--- config.mk ---
export PLATFORM = sky130hd
export DESIGN_NAME = posit_acc_normalizer
export DESIGN_NICKNAME = d
export VERILOG_FILES = /design/src/rtl/posit_pkg.sv /design/src/rtl/leading_one_detector.sv /design/src/rtl/posit_acc_normalizer.sv
export SDC_FILE = /design/constraint.sdc
export NUM_CORES = 1
export LEC_CHECK = 0
export BUFFER_PORTS_ARGS = -buffer_cell sky130_fd_sc_hd__buf_2
export CAP_MARGIN = 20
export CORE_UTILIZATION = 35
export DETAILED_ROUTE_END_ITERATION = 16
export PLACE_DENSITY = 0.56
export SKIP_CTS_REPAIR_TIMING = 1
export SYNTH_ARGS = -nofsm -noshare
export SYNTH_HDL_FRONTEND = slang
export SYNTH_SLANG_ARGS = --single-unit
--- constraint.sdc ---
create_clock -name clk_i -period 15.69 [get_ports clk_i]
set_clock_uncertainty 0.2 [all_clocks]
set_input_delay 2.3535 -clock clk_i [delete_from_list [all_inputs] [get_ports clk_i]]
set_output_delay 2.3535 -clock clk_i [all_outputs]
set_load 0.05 [all_outputs]
--- src/rtl/posit_pkg.sv ---
// Shared definitions for the posit accumulate/normalize path: sizing helpers and FSM states.
package posit_pkg;

  typedef enum logic [1:0] {
    ST_ACC   = 2'd0,
    ST_NORM  = 2'd1,
    ST_NORM2 = 2'd2,
    ST_OUT   = 2'd3
  } acc_state_e;

  function automatic int clog2(input int x);
    int r;
    r = 0;
    for (int i = 0; i < 31; i++)
      if ((1 << i) < x) r = i + 1;
    return r;
  endfunction

  function automatic int scale_max(input int n, input int es);
    return (n - 2) << es;
  endfunction

  // Sign + guard bits + full scale span + fraction + hidden bit.
  function automatic int acc_width(input int n, input int es, input int mant_w, input int carry_bits);
    return 1 + carry_bits + 2 * scale_max(n, es) + mant_w + 1;
  endfunction

endpackage

--- src/rtl/leading_one_detector.sv ---
// Priority encoder returning the index of the most significant set bit and an all-zero flag.
module leading_one_detector
  import posit_pkg::*;
#(
  parameter int WIDTH = 8,
  parameter int IDX_W = (WIDTH > 1) ? clog2(WIDTH) : 1
) (
  input  logic [WIDTH-1:0] vec_i,
  output logic [IDX_W-1:0] idx_o,
  output logic             zero_o
);

  always_comb begin
    idx_o  = '0;
    zero_o = 1'b1;
    for (int i = 0; i < WIDTH; i++)
      if (vec_i[i]) begin
        idx_o  = IDX_W'(i);
        zero_o = 1'b0;
      end
  end

endmodule

--- src/rtl/posit_acc_normalizer.sv ---
// Exact fixed-point accumulation of decoded posit products, normalized for the posit encoder.
// POSIT_ACC_PIPE_EN: registers the leading-one result before the normalizing shifter (NORM1/NORM2).
module posit_acc_normalizer
  import posit_pkg::*;
#(
  parameter int n          = 16,
  parameter int es         = 1,
  parameter int nd         = clog2(n - 1),
  parameter int EXP_WIDTH  = nd + es,
  parameter int MANT_WIDTH = n - es - 3,
  parameter int CARRY_BITS = 4
) (
  input  logic                  clk_i,
  input  logic                  rst_i,
  input  logic                  in_valid_i,
  output logic                  in_ready_o,
  input  logic                  in_last_i,
  input  logic                  in_sign_i,
  input  logic [EXP_WIDTH:0]    in_scale_i,
  input  logic [MANT_WIDTH:0]   in_mant_i,
  input  logic                  in_nar_i,
  output logic                  out_valid_o,
  input  logic                  out_ready_i,
  output logic                  sign_o,
  output logic [EXP_WIDTH:0]    rg_exp_o,
  output logic [MANT_WIDTH:0]   mant_norm_o,
  output logic                  nar_o
);

  localparam int SCALE_MAX = scale_max(n, es);
  localparam int ACC_WIDTH = acc_width(n, es, MANT_WIDTH, CARRY_BITS);
  localparam int SH_W      = clog2(2 * SCALE_MAX + 1);
  localparam int IDX_W     = clog2(ACC_WIDTH);

  acc_state_e state_q, state_d;

  logic [ACC_WIDTH-1:0] acc_q;
  logic                 nar_q;
  logic                 accept, out_done, out_load;

  assign accept   = in_valid_i && in_ready_o;
  assign out_done = out_valid_o && out_ready_i;

  // ---------------- term alignment ----------------
  int                   sc_c;
  logic [SH_W-1:0]      shamt;
  logic [ACC_WIDTH-1:0] term_mag, term;

  always_comb begin
    sc_c = int'($signed(in_scale_i));
    if (sc_c > SCALE_MAX)       sc_c = SCALE_MAX;
    else if (sc_c < -SCALE_MAX) sc_c = -SCALE_MAX;
    shamt    = SH_W'(sc_c + SCALE_MAX);
    term_mag = '0;
    // Hidden bit clear marks a zero term regardless of the fraction bits.
    if (in_mant_i[MANT_WIDTH])
      term_mag = ACC_WIDTH'(in_mant_i) << shamt;
    term = in_sign_i ? -term_mag : term_mag;
  end

  always_ff @(posedge clk_i or posedge rst_i) begin
    if (rst_i) begin
      acc_q <= '0;
      nar_q <= 1'b0;
    end else if (accept) begin
      acc_q <= acc_q + term;
      if (in_nar_i) nar_q <= 1'b1;
    end else if (out_done) begin
      acc_q <= '0;
      nar_q <= 1'b0;
    end
  end

  // ---------------- FSM ----------------
`ifdef POSIT_ACC_PIPE_EN
  logic lod_load;
`endif

  always_ff @(posedge clk_i or posedge rst_i) begin
    if (rst_i) state_q <= ST_ACC;
    else       state_q <= state_d;
  end

  always_comb begin
    state_d     = state_q;
    in_ready_o  = 1'b0;
    out_valid_o = 1'b0;
    out_load    = 1'b0;
`ifdef POSIT_ACC_PIPE_EN
    lod_load    = 1'b0;
`endif
    case (state_q)
      ST_ACC: begin
        in_ready_o = 1'b1;
        if (in_valid_i && in_last_i) state_d = ST_NORM;
      end
      ST_NORM: begin
`ifdef POSIT_ACC_PIPE_EN
        lod_load = 1'b1;
        state_d  = ST_NORM2;
`else
        out_load = 1'b1;
        state_d  = ST_OUT;
`endif
      end
      ST_NORM2: begin
        out_load = 1'b1;
        state_d  = ST_OUT;
      end
      ST_OUT: begin
        out_valid_o = 1'b1;
        if (out_ready_i) state_d = ST_ACC;
      end
      default: state_d = ST_ACC;
    endcase
  end

  // ---------------- normalization ----------------
  logic [ACC_WIDTH-1:0] mag;
  logic [IDX_W-1:0]     lod_idx;
  logic                 lod_zero;

  assign mag = acc_q[ACC_WIDTH-1] ? -acc_q : acc_q;

  leading_one_detector #(
    .WIDTH (ACC_WIDTH),
    .IDX_W (IDX_W)
  ) u_lod (
    .vec_i  (mag),
    .idx_o  (lod_idx),
    .zero_o (lod_zero)
  );

  logic [ACC_WIDTH-1:0] n_mag;
  logic [IDX_W-1:0]     n_idx;
  logic                 n_zero, n_sign;

`ifdef POSIT_ACC_PIPE_EN
  logic [ACC_WIDTH-1:0] mag_q;
  logic [IDX_W-1:0]     idx_q;
  logic                 zero_q, sign_q;

  always_ff @(posedge clk_i or posedge rst_i) begin
    if (rst_i) begin
      mag_q  <= '0;
      idx_q  <= '0;
      zero_q <= 1'b1;
      sign_q <= 1'b0;
    end else if (lod_load) begin
      mag_q  <= mag;
      idx_q  <= lod_idx;
      zero_q <= lod_zero;
      sign_q <= acc_q[ACC_WIDTH-1];
    end
  end

  assign n_mag  = mag_q;
  assign n_idx  = idx_q;
  assign n_zero = zero_q;
  assign n_sign = sign_q;
`else
  assign n_mag  = mag;
  assign n_idx  = lod_idx;
  assign n_zero = lod_zero;
  assign n_sign = acc_q[ACC_WIDTH-1];
`endif

  int                   e_c;
  logic [ACC_WIDTH-1:0] shifted;
  logic                 res_sign;
  logic [EXP_WIDTH:0]   res_exp;
  logic [MANT_WIDTH:0]  res_mant;

  always_comb begin
    e_c      = int'(n_idx) - SCALE_MAX - MANT_WIDTH;
    // Leading one moved to the MSB; zeros shift in below bit 0.
    shifted  = n_mag << (IDX_W'(ACC_WIDTH - 1) - n_idx);
    res_sign = n_sign;
    res_exp  = (EXP_WIDTH+1)'(e_c);
    res_mant = (MANT_WIDTH+1)'(shifted >> (ACC_WIDTH - MANT_WIDTH - 1));
    if (n_zero) begin
      res_sign = 1'b0;
      res_exp  = '0;
      res_mant = '0;
    end else if (e_c > SCALE_MAX) begin
      res_exp  = (EXP_WIDTH+1)'(SCALE_MAX);
      res_mant = '1;
    end else if (e_c < -SCALE_MAX) begin
      // Only reachable through cancellation below minpos; encoder rounds it anyway.
      res_exp  = (EXP_WIDTH+1)'(-SCALE_MAX);
    end
  end

  always_ff @(posedge clk_i or posedge rst_i) begin
    if (rst_i) begin
      sign_o      <= 1'b0;
      rg_exp_o    <= '0;
      mant_norm_o <= '0;
      nar_o       <= 1'b0;
    end else if (out_load) begin
      sign_o      <= res_sign;
      rg_exp_o    <= res_exp;
      mant_norm_o <= res_mant;
      nar_o       <= nar_q;
    end
  end

endmodule

# Word level (Yosys, flattened, before mapping)
# Index checks and enable logic that the tools add are counted.
classes:
  addsub: 7
  n_lt_le_gt_ge: 4
  n_eq_ne: 6
  shifts: 2
  n_mux: 169
  reduce_logical: 8
op_table:
  columns: ["op", "n"]
  rows:
  - ["$mux 74", 5]
  - ["$mux 6", 37]
  - ["$neg 74->74", 2]
  - ["$mux 1", 82]
  - ["$mux 5", 16]
  - ["$add 74x74->74", 1]
  - ["$shl 13x6->74", 1]
  - ["$shl 74x7->74", 1]
  - ["$mux 7", 10]
  - ["$mux 4", 8]
  - ["$mux 13", 2]
  - ["$mux 3", 4]
  - ["$gt 9x6->1 const B", 1]
  - ["$lt 9x6->1 const B", 1]
  - ["$sub 8x5->9 const B", 1]
  - ["$mux 2", 4]
  - ["$sub 7x5->8 const B", 1]
  - ["$sub 7x7->7 const A", 1]
  - ["$add 6x6->6 const B", 1]
  - ["$gt 6x6->1 const B", 1]
  - ["$lt 6x6->1 const B", 1]
  - ["$ne 2x2->1 const B", 3]
  - ["$pmux 2 s3", 1]
  - ["$eq 2x2->1 const B", 2]
  - ["6 further kinds", 9]
word_totals:
  reg_bits: 98
  in_bits: 26
  output_inout_bits: 23
  elab_cells: 203

# Logic depth before layout (Yosys ltp)
# Gate-level depths: netlist (run 1).
logic_depth:
  depth_word: 81
  ltp_mapped: 38
  depth_no_buf: 34

# Cells and area by module
# A second synthesis (run 1) with hierarchy kept.
unflattened:
  cells_unflattened: 2683
  area_unflattened_um2: 18926.9
modules_own_cells:
  columns: ["mod", "instances", "cells_each", "area_per_inst_um2", "seq_area_each_um2"]
  rows:
  - ["posit_acc_normalizer", 1, 2526, 18023.5, 2452.4]
  - ["leading_one_detector", 1, 157, 903.4, 0.0]

# Worst setup path before layout (run 1)
# Ideal clock, no wire load.
synth_path:
  path_type: "input-to-reg"
  start: "input in_scale_i[4]"
  end: "register acc_q[71]"
  setup_ns: 0.122
  arrival_ns: 10.018
  required_time_ns: 15.368
  path_slack_ns: 5.351
  path_stages: 35
  path_buffers: 6
  path_cell_list: "o31ai_1 ha_1 or2_1 buf_2 inv_2 buf_2 buf_1 ha_1 clkbuf_1 clkbuf_1 clkbuf_1 nand3_1 ha_1 inv_1 nor3_1 inv_1 a21oi_1 nand2b_1 xnor2_1 ha_1 a21o_1 a2111oi_0 a211oi_1 o22ai_1 nor2_1 o21a_1 o2111ai_1 o211ai_1 o211a_1 o31a_1 o2111ai_1 a31oi_1 o21a_1 or3_1 a32o_1"
synth_via:
  elab_chain_cells: 10
  word_cells_on_any_way: 11
  cone_classes: "add/sub (3); order compare (2); shift (1); mux (5)"
synth_rtl:
  columns: ["element", "line", "source"]
  rows:
  - ["start: declaration", "posit_acc_normalizer.sv:19", "input logic [EXP_WIDTH:0] in_scale_i,"]
  - ["$lt 6x6->1", "posit_acc_normalizer.sv:52", "else if (sc_c < -SCALE_MAX) sc_c = -SCALE_MAX;"]
  - ["$mux 6", "posit_acc_normalizer.sv:52", null]
  - ["$mux 6 (*)", "posit_acc_normalizer.sv:51", "if (sc_c > SCALE_MAX) sc_c = SCALE_MAX;"]
  - ["$add 6x6->6 (*)", "posit_acc_normalizer.sv:53", "shamt = SH_W'(sc_c + SCALE_MAX);"]
  - ["$shl 13x6->74 (*)", "posit_acc_normalizer.sv:57", "term_mag = ACC_WIDTH'(in_mant_i) << shamt;"]
  - ["$mux 74 (*)", "posit_acc_normalizer.sv:56", "if (in_mant_i[MANT_WIDTH])"]
  - ["$neg 74->74", "posit_acc_normalizer.sv:58", "term = in_sign_i ? -term_mag : term_mag;"]
  - ["$mux 74 (*)", "posit_acc_normalizer.sv:58", null]
  - ["$add 74x74->74 (*)", "posit_acc_normalizer.sv:66", "acc_q <= acc_q + term;"]
  - ["$mux 74 (*)", "posit_acc_normalizer.sv:65", "end else if (accept) begin"]
  - ["end signal: assignment", "posit_acc_normalizer.sv:66", null]
  - ["end: declaration", "posit_acc_normalizer.sv:37", "logic [ACC_WIDTH-1:0] acc_q;"]
# Mark *: on every way between the ends. The rest lies on a longest branch, timed or not.
# A chain may end at the register's enable or synchronous reset.

# Worst setup path in the final report (run 1)
layout_path:
  start: "input in_scale_i[4]"
  end: "register acc_q[72]"
# The elaborated chain is that of the path after synthesis.

==> results of run 1 <==
==> stage by stage <==
stage / hold slack (ps) / worst slack, ps
after floorplan: 280 / 5350
after global placement: 268 / 3630
after detailed placement: 283 / 3490
after CTS: 301 / 3870
after global routing: 331 / 2970
final: 300 / 3780
==> routing by layer <==
layer	vias up	wire length (um)	track usage, %
li1	9915	-	-
met1	10200	34900	34.0
met2	800	36800	43.0
met3	140	4160	2.95
met4	0	2550	9.06
met5	-	0	0
==> cells in the final DEF (no fill, tap or decap), types with 21 or more instances in the layout <==
| master | count |
|---|---|
| nand2_1 | 281 |
| o21ai_0 | 210 |
| nor2_1 | 179 |
| mux2i_1 | 149 |
| a21oi_1 | 123 |
| dfrtp_1 | 97 |
| xor2_1 | 95 |
| xnor2_1 | 89 |
| nand3_1 | 84 |
| ha_1 | 84 |
| nor3_1 | 62 |
| a21o_1 | 52 |
| inv_1 | 51 |
| buf_2 | 48 |
| o31ai_1 | 39 |
| mux2_2 | 39 |
| or3_1 | 36 |
| buf_4 | 36 |
| a211oi_1 | 35 |
| o211ai_1 | 34 |
| nand4_1 | 33 |
| nand2b_1 | 31 |
| o22ai_1 | 30 |
| and2_1 | 27 |
| mux4_2 | 25 |
| and3_1 | 24 |
| a31oi_1 | 23 |
| nor4_1 | 23 |
| nor2b_1 | 22 |
| a32o_1 | 21 |
==> worst max path at each step <==
stage / start / cells after the start / slack [ps] / end
after global placement: in_scale_i[4] / 32 / 3630 / acc_q[72]
after global routing: in_scale_i[4] / 32 / 2970 / acc_q[72]
after CTS: in_scale_i[4] / 32 / 3870 / acc_q[72]
final: in_scale_i[4] / 32 / 3780 / acc_q[72]
after floorplan: in_scale_i[4] / 35 / 5350 / acc_q[71]
after detailed placement: in_scale_i[4] / 32 / 3490 / acc_q[72]
==> synth_stat cells, types with 16 or more instances <==
master     count  share of area (%)
nor2_1       179                3.3
and3_1        24               0.74
mux2i_1      149                7.4
clkbuf_1     104                1.9
or3_1         36                1.1
a32o_1        21                1.0
o2111ai_1     20               0.86
o211ai_1      34                1.3
nand2_1      281                5.2
nor3_1        62                1.5
mux2_2        39                2.2
buf_2         49                1.2
buf_1         16               0.30
dfrtp_1       98                 12
ha_1          84                5.2
nand2b_1      31               0.96
o21a_1        20               0.74
o22ai_1       30               0.93
o31ai_1       39                1.4
and2_1        27               0.83
or2_2         20               0.62
xor2_1        95                4.1
xnor2_1       90                3.9
nand3_1       84                2.1
a211oi_1      35                1.3
a21oi_1      124                3.1
nor4_1        23               0.71
a31oi_1       23               0.71
mux4_2        25                2.8
a21o_1        52                1.9
o21ai_0      210                5.2
inv_1         52               0.96
a2111oi_0     18               0.78
nor2b_1       22               0.68
nand4_1       33                1.0
==> kinds of logic (layout without fill, tap and decap cells) <==
| logic type | count (synthesis) | count (layout) | synth area share (%) |
|---|---|---|---|
| compound gates | 879 | 879 | 31.3 |
| xor+xnor | 193 | 193 | 8.66 |
| fa+ha+maj | 85 | 85 | 5.28 |
| buf+inv | 256 | 158 | 6.06 |
| flops | 98 | 98 | 12.1 |
| mux | 218 | 218 | 12.7 |
| other cells | 0 | 1 | 0 |
| simple gates | 925 | 925 | 23.9 |
==> final cells by class <==
type                    count  share of cell area (%)
multi-input cells        2300                    78.9
flip-flops and latches     98                    11.6
repair buffers             84                    2.42
inverters                  58                    1.07
clock buffers              10                    1.13
clock inverters             6                   0.374
well taps                 756                    4.48
diodes                      1                  0.0119
==> state kept, by name, indices dropped and copies added, names as in the netlist <==
register	flops
state_q	2
sign_o	1
acc_q	74
nar_q	1
mant_norm_o	13
rg_exp_o	6
nar_o	1
==> metrics.txt, run 1 <==
status=completed; die area=58900 um^2; DIE HEIGHT=between 200 and 250 um; highest clock rate=between 80 and 90 MHz; WHS Path Cells=1; Final Critical Period=roughly 12000 ps; flops & latches, synth=98; filler cell count=about 6000; grt total ovfl=0; CP bufs+invs=4; syn_nets=roughly 2800; vias in the first global route=19900; Area growth, synth to finish=4.03%; multi-input logic area=approximately 17000 um^2; Rel. slew slack=between 30% and 40%; Netlist cell types=130; Post-synth EDFFs=0; Critical R2R Launch=acc_q[1]; Worst Max-Slew Pin Slew=1000 ps; port bufs=48; Max FO, Critical Path=32; Remaining DRCs=0; synth warn=0; clock sink count=98; total negative slack=0 ps; DP Wirelength=a little over 60000 um; global-route wire length before repair=about 120000 um; r2r endpoint=mant_norm_o[6]; H-tree depth=3; Fin. Hold Viols=0; max_cap viols=0; critical path's largest stage delay=about 740 ps; CTS tree=yes; root buffer cell=clkbuf_16; RSZ-0062 raised after global routing=false; Via Count=21100; final net count=~2700; initial antenna violation count=0; slack of the worst reg-to-reg path=between 7000 and 8000 ps; Core ar.=between 50000 and 60000 um^2; clock latency on the worst-skew pair=400 ps; Cell Area, Placed=between 20000 and 25000 um^2; number of instances in the placed design=about 3300; Clock Path Buffers=2; crit start category=input port; delay-heaviest family, CP=compound AO/OA/AOI/OAI gates; Site Rows=just under 90; FF+latch area=about 2500 um^2; DR vias/cell=about 6.4; async set or reset register ratio after synthesis=100%; final instance count without filler cells=about 3300; critical setup path kind=in -> reg; routed wire length=78300 um; Critical Path AT=about 12000 ps; top_reg_cell synth=dfrtp_1; Seq/Total Area, Yosys=12.1%; Slowest cell on crit path=clkinv_1; die width=between 200 and 250 um; final core utilization=~37%; Top-Level Pins=49; WL/cell=23.6 um; Worst Path Required=about 16000 ps; final setup fails=0; Setup crit end kind=register; Hold Path End=rg_exp_o[5]; fin crit share=about three quarters; Global Route Usage Sum=25.7%; Slew Viols, Final=0; layout cells sized above 1=between 10% and 20%; Mapped Area=a little over 20000 um^2; DRT Pass-1 Iters=5; CTS Buf Count=9; Initial Util=roughly 36%; Syn Area/Cell=around 7.6 um^2; Hold Crit Class=reg -> reg; cells after synthesis=~2700; hold path startpoint=rg_exp_o[5]; Final ANT Viol Nets=0; largest net degree at the start of global routing=86; Worst Reg-to-Reg Cells=23; clock transition at the registers of the reported paths=90 ps; 1st-iter DRT viols=1997; routability congestion estimate=around 0.99; final instance area=approximately 21000 um^2
Power of run 1 is not shown: default switching activity piles up to over one toggle a cycle in this logic, so the estimate is an artifact.
==> run 2, diff against run 1 <==
--- a/config.mk
+++ b/config.mk
@@ -9,7 +9,7 @@
 export CAP_MARGIN = 20
 export CORE_UTILIZATION = 35
 export DETAILED_ROUTE_END_ITERATION = 16
-export PLACE_DENSITY = 0.56
+export PLACE_DENSITY = 0.57
 export SKIP_CTS_REPAIR_TIMING = 1
 export SYNTH_ARGS = -nofsm -noshare
 export SYNTH_HDL_FRONTEND = slang
==> constraint.sdc (replaced) <==
create_clock -name clk_i -period 10.6 [get_ports clk_i]
set_clock_uncertainty 0.2 [all_clocks]
set_input_delay 1.59 -clock clk_i [delete_from_list [all_inputs] [get_ports clk_i]]
set_output_delay 1.59 -clock clk_i [all_outputs]
set_load 0.05 [all_outputs]
==> metrics.txt, run 2 (same netlist as run 1, synthesis figures left out) <==
r2r endpoint=mant_norm_o[12]; Via Count=21300; Global Route Usage Sum=between 20% and 30%; Hold Path End=sign_o; Area growth, synth to finish=5.04%; Critical R2R Launch=acc_q[1]; DIE HEIGHT=between 200 and 250 um; critical setup path kind=in -> reg; 1st-iter DRT viols=about 2300; max_cap viols=0; DP Wirelength=about 61000 um; layout cells sized above 1=about an eighth; filler cell count=between 5000 and 6000; global-route wire length before repair=about 120000 um; WHS Path Cells=1; H-tree depth=3; final setup fails=0; Slew Viols, Final=0; met3 global-route usage=slightly below 3%; Rel. slew slack=between 30% and 40%; CTS tree=yes; Slowest cell on crit path=or2_1; final core utilization=between 30% and 40%; largest net degree at the start of global routing=85; routed wire length=~80000 um; total negative slack=0 ps; most common cell after layout, fill and taps aside=nand2_1; Final Critical Period=approximately 9900 ps; Reg with most FFs=acc_q; crit start category=input port; Core ar.=about 57000 um^2; Hold Crit Class=reg -> reg; DRT Pass-1 Iters=6; grt total ovfl=0; clock latency on the worst-skew pair=around 410 ps; worst hold slack=slightly above 300 ps; initial antenna violation count=1; FF+latch area=between 2000 and 2500 um^2; slack of the worst reg-to-reg path=approximately 2900 ps; WL/cell=approximately 23 um; Top-Level Pins=between 40 and 50; Remaining DRCs=0; Critical Path AT=9940 ps; Final ANT Viol Nets=0; final net count=about 2700; vias in the first global route=approximately 20000; multi-input logic area=between 15000 and 20000 um^2; clock sink count=98; fin crit share=93.0%; met1 GRT Util=34.3%; critical path's largest stage delay=480 ps; Worst Max-Slew Pin Slew=between 900 and 1000 ps; clock transition at the registers of the reported paths=70 ps; die width=between 200 and 250 um; port bufs=48; Worst Reg-to-Reg Cells=22; die area=slightly below 60000 um^2; Site Rows=between 80 and 90; GR peak layer=met2; Worst Path Required=~11000 ps; CTS Buf Count=9; Setup crit end kind=register; max reg flops=74; Fin. Hold Viols=0; hold path startpoint=sign_o; GR Layer Usage met2=a little over two fifths; Max FO, Critical Path=12; largest registers=acc_q: 74 flops, mant_norm_o: 13 flops, rg_exp_o: 6 flops; highest clock rate=around 100 MHz; DR vias/cell=around 6.4; Clock Path Buffers=2; root buffer cell=clkbuf_16; RSZ-0062 raised after global routing=false; Initial Util=between 30% and 40%; routability congestion estimate=1.00; most frequent cells in the layout=nand2_1, o21ai_0, nor2_1, mux2i_1, a21oi_1; status=completed
-- run 2: cell types whose count changed in the layout (fill, tap and decap cells not counted), sizes merged --
cell / previous run / this run
clkbuf: 10 / 9
buf: 84 / 114
clkinvlp: 0 / 1
clkinv: 3 / 5
inv: 60 / 59
bufinv: 1 / 0
-- run 2: layer usage --
layer	vias to the layer above	share of wire, %	wire length (um)
met5	-	0	0
met4	0	4.5	3510
met3	166	6.1	4750
met2	901	46	35700
met1	10300	44	33900
li1	9974	-	-
-- run 2: per-stage QoR --
| stage | std cells | setup WS, ps | cell area (um^2) |
|---|---|---|---|
| 2_1_floorplan | 2654 | 1020 | 20300 |
| 3_3_place_gp | 3326 | 662 | 21000 |
| 3_5_place_dp | 3326 | 506 | 21000 |
| 4_1_cts | 3342 | 897 | 21300 |
| 5_1_grt | 3342 | 117 | 21300 |
| 6_report | 3343 | 743 | 21300 |
-- run 2: worst max-delay path: cells and delay by family --
kind | cells | cell delay [ps]
compound gates | 14 | 3550
xor+xnor | 1 | 100
fa+ha+maj | 3 | 1140
buf+inv | 3 | 610
mux | 1 | 230
simple gates | 9 | 2700
-- run 2: area by class of cell --
cell class | count | area share (%)
Sequential cell | 98 | 11.5
Tap cell | 756 | 4.44
Inverter | 58 | 1.06
Antenna cell | 1 | 0.0117
Multi-Input combinational cell | 2300 | 78.1
Timing Repair Buffer | 114 | 3.45
Clock inverter | 7 | 0.388
Clock buffer | 9 | 1.06
-- run 2: worst max-delay path by stage --
stage	cells after the start	slack, ps	startpoint	end
6_report	31	740	in_scale_i[4]	acc_q[72]
3_3_place_gp	31	660	in_scale_i[4]	acc_q[72]
5_1_grt	31	120	in_scale_i[4]	acc_q[70]
2_1_floorplan	35	1020	in_scale_i[4]	acc_q[71]
4_1_cts	30	900	in_scale_i[4]	acc_q[71]
3_5_place_dp	30	510	in_scale_i[4]	acc_q[71]
Power of run 2 is left out for the same reason.
